<file path="config.mk">
export PLATFORM = sky130hd
export DESIGN_NAME = rsa_mont_pre
export DESIGN_NICKNAME = d
export VERILOG_FILES = /design/src/rtl/rsa_pkg.sv /design/src/rtl/rsa_mod_dbl.sv /design/src/rtl/rsa_mont_pre.sv
export SDC_FILE = /design/constraint.sdc
export NUM_CORES = 2
export LEC_CHECK = 0
export CAP_MARGIN = 10
export CORE_MARGIN = 5
export CORE_UTILIZATION = 43
export CTS_CLUSTER_SIZE = 8
export DETAILED_ROUTE_END_ITERATION = 6
export DONT_BUFFER_PORTS = 1
export HOLD_SLACK_MARGIN = 0.02
export PLACE_DENSITY = 0.59
export SLEW_MARGIN = 5
export SYNTH_ARGS = -nofsm -noshare
export SYNTH_HDL_FRONTEND = slang
export SYNTH_SLANG_ARGS = --single-unit
</file>
<file path="constraint.sdc">
create_clock -name clk -period 5.3 [get_ports clk]
set_clock_uncertainty 0.1 [all_clocks]
set_input_delay 0.53 -clock clk [delete_from_list [all_inputs] [get_ports clk]]
set_output_delay 0.53 -clock clk [all_outputs]
set_load 0.01 [all_outputs]
</file>
<file path="src/rtl/rsa_pkg.sv">
// Shared definitions for the RSA datapath: bus width and pre-scaler FSM states.
package rsa_pkg;

    localparam int RSA_W = 256;

    typedef enum logic [1:0] {
        IDLE = 2'd0,
        PRE  = 2'd1,
        RUN  = 2'd2,
        DONE = 2'd3
    } rsa_pre_state_t;

endpackage

</file>
<file path="src/rtl/rsa_mod_dbl.sv">
// Modular doubling c_o = 2*c_i mod n_i for c_i < n_i; combinational, no backpressure.
module rsa_mod_dbl #(
    parameter int W = 256
) (
    input  logic [W-1:0] c_i,
    input  logic [W-1:0] n_i,
    output logic [W-1:0] c_o
);

    logic [W:0] d;
    logic [W:0] n_ext;
    logic [W:0] diff;

    // d < 2N, so a single conditional subtract fully reduces it.
    assign d     = {c_i, 1'b0};
    assign n_ext = {1'b0, n_i};
    assign diff  = d - n_ext;
    assign c_o   = (d >= n_ext) ? diff[W-1:0] : d[W-1:0];

endmodule

</file>
<file path="src/rtl/rsa_mont_pre.sv">
// Montgomery pre-scaler y = x * 2^K mod N, bit-serial; K cycles (K+1 with RSA_PRE_REDUCE_EN).
// Valid/ready on both sides; result held in DONE until out_ready, no new accept until IDLE.
module rsa_mont_pre
    import rsa_pkg::*;
#(
    parameter int W = RSA_W,
    parameter int K = 256
) (
    input  logic         clk,
    input  logic         reset,
    input  logic         in_valid,
    output logic         in_ready,
    input  logic [W-1:0] x_i,
    input  logic [W-1:0] n_i,
    output logic         out_valid,
    input  logic         out_ready,
    output logic [W-1:0] y_o,
    output logic         err_o,
    output logic         busy
);

    localparam int            CW   = $clog2(K + 1);
    localparam logic [CW-1:0] LAST = CW'(K - 1);

    rsa_pre_state_t state;
    logic [W-1:0]   c;
    logic [W-1:0]   nreg;
    logic [CW-1:0]  cnt;
    logic [W-1:0]   c_dbl;

    rsa_mod_dbl #(.W(W)) u_dbl (
        .c_i (c),
        .n_i (nreg),
        .c_o (c_dbl)
    );

    always_ff @(posedge clk) begin
        if (reset) begin
            state     <= IDLE;
            in_ready  <= 1'b1;
            out_valid <= 1'b0;
            busy      <= 1'b0;
            err_o     <= 1'b0;
            y_o       <= '0;
            c         <= '0;
            nreg      <= '0;
            cnt       <= '0;
        end else begin
            case (state)
                IDLE: begin
                    if (in_valid) begin
                        nreg     <= n_i;
                        c        <= x_i;
                        cnt      <= '0;
                        in_ready <= 1'b0;
                        // Even modulus (including zero) has no Montgomery inverse.
                        if (!n_i[0]) begin
                            state     <= DONE;
                            err_o     <= 1'b1;
                            y_o       <= '0;
                            out_valid <= 1'b1;
                        end else begin
                            err_o <= 1'b0;
                            busy  <= 1'b1;
`ifdef RSA_PRE_REDUCE_EN
                            state <= PRE;
`else
                            state <= RUN;
`endif
                        end
                    end
                end
`ifdef RSA_PRE_REDUCE_EN
                PRE: begin
                    // Bring x < 2N down to x < N before doubling starts.
                    if (c >= nreg) begin
                        c <= c - nreg;
                    end
                    state <= RUN;
                end
`endif
                RUN: begin
                    c   <= c_dbl;
                    cnt <= cnt + 1'b1;
                    if (cnt == LAST) begin
                        y_o       <= c_dbl;
                        out_valid <= 1'b1;
                        busy      <= 1'b0;
                        state     <= DONE;
                    end
                end
                DONE: begin
                    if (out_ready) begin
                        out_valid <= 1'b0;
                        in_ready  <= 1'b1;
                        state     <= IDLE;
                    end
                end
                default: begin
                    state     <= IDLE;
                    in_ready  <= 1'b1;
                    out_valid <= 1'b0;
                    busy      <= 1'b0;
                end
            endcase
        end
    end

endmodule

</file>
==> impl_metrics.csv <==
group,metric,value,unit
route,vias_per_cell,6.30,
flow_run,drv_cap,0,
floorplan,die_y,355,µm
logic_synthesis,syn-cell-area,51100,µm²
timing,finalHoldViolCount,0,
cts,ctsLongestPathBuffers,3,
critical_path,r2r_start,"nreg[75]",
timing,fmaxAchievable,191,MHz
worst_hold_path,hold_class,"input pin to register",
timing,final_max_slew_viol_count,0,
route,remaining_drc_errors,6,
critical_path,required,5880,ps
global_routing,grt_use_total,40.3,%
route,vias,59200,
floorplan,core-area,118000,µm²
timing,final.period_utilization,98.7,%
global_routing,antenna_found_initial,27,
critical_path,start_kind,"register",
critical_path,r2r_end,"c[249]",
timing,max_slew_margin,14.1,%
logic_synthesis,yosys_warnings,0,
cts,cts_htree_levels,3,
layout,syn_to_final_growth,24.8,%
logic_synthesis,synth-async-reset-ratio,0,%
placement,dpl-instance-area,52900,µm²
pwr,ir_worst_vdd,316,µV
placement,portBuffers,0,
status,violations,"DRC",
logic_synthesis,syn_nets,8013,
logic_synthesis,synth_edf_count,0,
logic_synthesis,syn_avg_cell_area,7.07,µm²
global_routing,overflow,0,
cts,tritoncts,"yes",
critical_path,worstPathArrival,5810,ps
floorplan,initial_core_util,43.3,%
layout,nFillCells,11400,
placement,dpl.hpwl,202000,µm
pwr,total_power,34.3,mW
cts,cts_made_buffers,109,
route,wire_per_inst,28.6,µm
global_routing,grt_max_degree,284,
global_routing,grt_pass1_wl,386000,µm
timing,fin_crit,5230,ps
layout,layout-drive-gt1-share,6.07,%
route,final_antenna_net_count,0,
logic_synthesis,ys_seq_area_share,30.7,%
floorplan,row_count,126,
cts,clock-root-buffer,"clkbuf_16",
critical_path,cp-end-kind,"register",
logic_synthesis,syn-instance-count,7238,
floorplan,ios,776,
placement,dp_cells,8481,
worst_hold_path,hold_depth,2,
timing,tightest_slew,1290,ps
route,initialDrtViolationCount,6994,
pwr,leakagePower,25.5,nW
timing,tns,0,ps
pwr,pwr_density_cell,538,nW/µm²
cts,cts.clk_slew.worst_paths,60,ps
floorplan,fp.dieW,355,µm
cts,clock_latency,760,ps
logic_synthesis,synth-main-ff-cell,"dfxtp_1",
worst_hold_path,worstHoldStart,"n_i[7]",
timing,timing.hold.ws,56.9,ps
status,status,"complete, but fails checks",
route,first_pass_iters,7,
layout,nets,8590,
global_routing,grt_pass1_vias,57200,
critical_path,worstPathMaxFanout,8,
floorplan,fp.dieArea,126000,µm²
critical_path,rr_worst_depth,18,
worst_hold_path,hold_end,"nreg[7]",
placement,place.gp.congestion,1.06,
cts,cts.sink_count,783,
critical_path,regToRegSetupSlack,70,ps
timing,setup_viol,0,
layout,layout.cells.non_filler,9394,
critical_path,worstSetupPathType,"register to register",
logic_synthesis,synth-seq-cells,783,
route,wirelength,269000,µm
layout,fin_area,63800,µm²
logic_synthesis,synth.distinct_cells,103,
## power breakdown
group	internal (mW)	leakage [nW]	total [mW]	switching (mW)
combinational	7.01	17.7	20.6	13.6
sequential	6.52	6.40	7.19	0.675
clock	3.76	1.46	6.51	2.75
total	17.3	25.5	34.3	17.0
## layer usage
| metal | global-route usage (%) | share of wire [%] | up-vias |
|---|---|---|---|
| met5 | 0 | 0.014 | - |
| met4 | 21.3 | 6.5 | 6 |
| met3 | 10.3 | 10 | 750 |
| met2 | 63.3 | 44 | 3281 |
| met1 | 51.0 | 40 | 28400 |
| li1 | - | - | 26700 |
## critical path, cell delays in order (launching register included)
cell           delay, ps
dfxtp_1              340
inv_1                 60
ha_1                 470
and4_1               360
and2_1               270
and4_1               340
nand2_1              110
or4_1                420
o21ai_2              400
a31oi_1              150
buf_4                220
o21ai_1              140
buf_4                160
nand2_1               60
nand4_1              160
xor2_1               250
o21ai_1              120
a2111oi_1            430
dlygate4sd3_1        610
## kinds of logic after synthesis
group	Yosys count	synth area share, %
buffers and inverters	849	6.62
flip-flops	783	30.7
AO/OA/AOI/OAI	2425	29.2
AND/OR/NAND/NOR	2633	22.1
adder cells (fa/ha/maj)	259	6.35
XOR/XNOR	250	4.28
multiplexers	39	0.778
## area by class of cell
class,instances,area [µm²],share of cell area (%)
tap,1536,1920,3.01
multi-input combinational,5606,32400,50.8
clock inverter,5,93.8,0.147
antenna,27,67.6,0.106
sequential,783,15700,24.6
inverter,358,1340,2.11
timing repair buffer,957,9410,14.8
clock buffer,122,2880,4.51
## state kept, by name, summed over array words and instances, names as in the netlist
register   flops
busy           1
c            256
cnt            9
err_o          1
in_ready       1
nreg         256
out_valid      1
state          2
y_o          256
## layout by cell type (no fill, tap or decap), types with 25 or more instances in the layout
| cell type | instances |
|---|---|
| mux2i_1 | 33 |
| buf_4 | 188 |
| nand2b_1 | 28 |
| a221oi_1 | 154 |
| inv_1 | 356 |
| xor2_1 | 81 |
| nand3_1 | 55 |
| a21oi_1 | 1012 |
| nor4_1 | 28 |
| a211oi_1 | 48 |
| a22oi_1 | 63 |
| o31ai_1 | 32 |
| nor2_1 | 787 |
| dlygate4sd3_1 | 741 |
| o21bai_1 | 91 |
| o21ai_1 | 51 |
| a31oi_1 | 32 |
| and3_1 | 25 |
| o21a_1 | 60 |
| clkbuf_16 | 111 |
| a21boi_0 | 35 |
| o21ai_0 | 443 |
| diode_2 | 27 |
| nor3_1 | 94 |
| o22ai_1 | 58 |
| nand4_1 | 166 |
| ha_1 | 253 |
| xnor2_1 | 169 |
| dfxtp_1 | 782 |
| a21o_1 | 84 |
| a222oi_1 | 53 |
| nand2_1 | 1281 |
## stage by stage
step,worst slack [ps],util (%)
5_1_grt,-42.1,54.0
3_3_place_gp,126,44.8
4_1_cts,26.1,53.7
3_5_place_dp,106,44.8
2_1_floorplan,1540,-
6_report,70.8,54.0
## how the worst max path moves through the flow
stage	start	to	slack, ps	depth (start not counted)
finish	nreg[75]	c[249]	70	18
global route	nreg[166]	c[249]	-40	19
CTS	nreg[74]	c[51]	30	19
detailed placement	nreg[0]	y_o[184]	110	19
global placement	nreg[0]	y_o[184]	130	19
floorplan	nreg[0]	c[244]	1540	16
## timing repair
item	4_1_cts	5_1_grt
hold endpoints to repair	624	0
hold buffers	744	0
gates resized for setup	0	58
setup buffers	0	14
setup endpoints to repair	0	117
## synthesized netlist by cell type (58+ instances only)
cell type / number / area share (%)
nand2_1: 1283 / 9.4
a21oi_1: 1030 / 10
nor2_1: 798 / 5.9
dfxtp_1: 783 / 31
o21ai_0: 451 / 4.4
inv_1: 356 / 2.6
clkbuf_1: 323 / 2.4
ha_1: 258 / 6.3
xnor2_1: 169 / 2.9
nand4_1: 166 / 2.0
a221oi_1: 157 / 2.7
buf_2: 126 / 1.2
nor3_1: 100 / 0.98
o21bai_1: 92 / 1.4
a21o_1: 85 / 1.2
xor2_1: 81 / 1.4
a22oi_1: 63 / 0.92
o21a_1: 60 / 0.88
o22ai_1: 58 / 0.71
(Power assumes the default switching activity.)
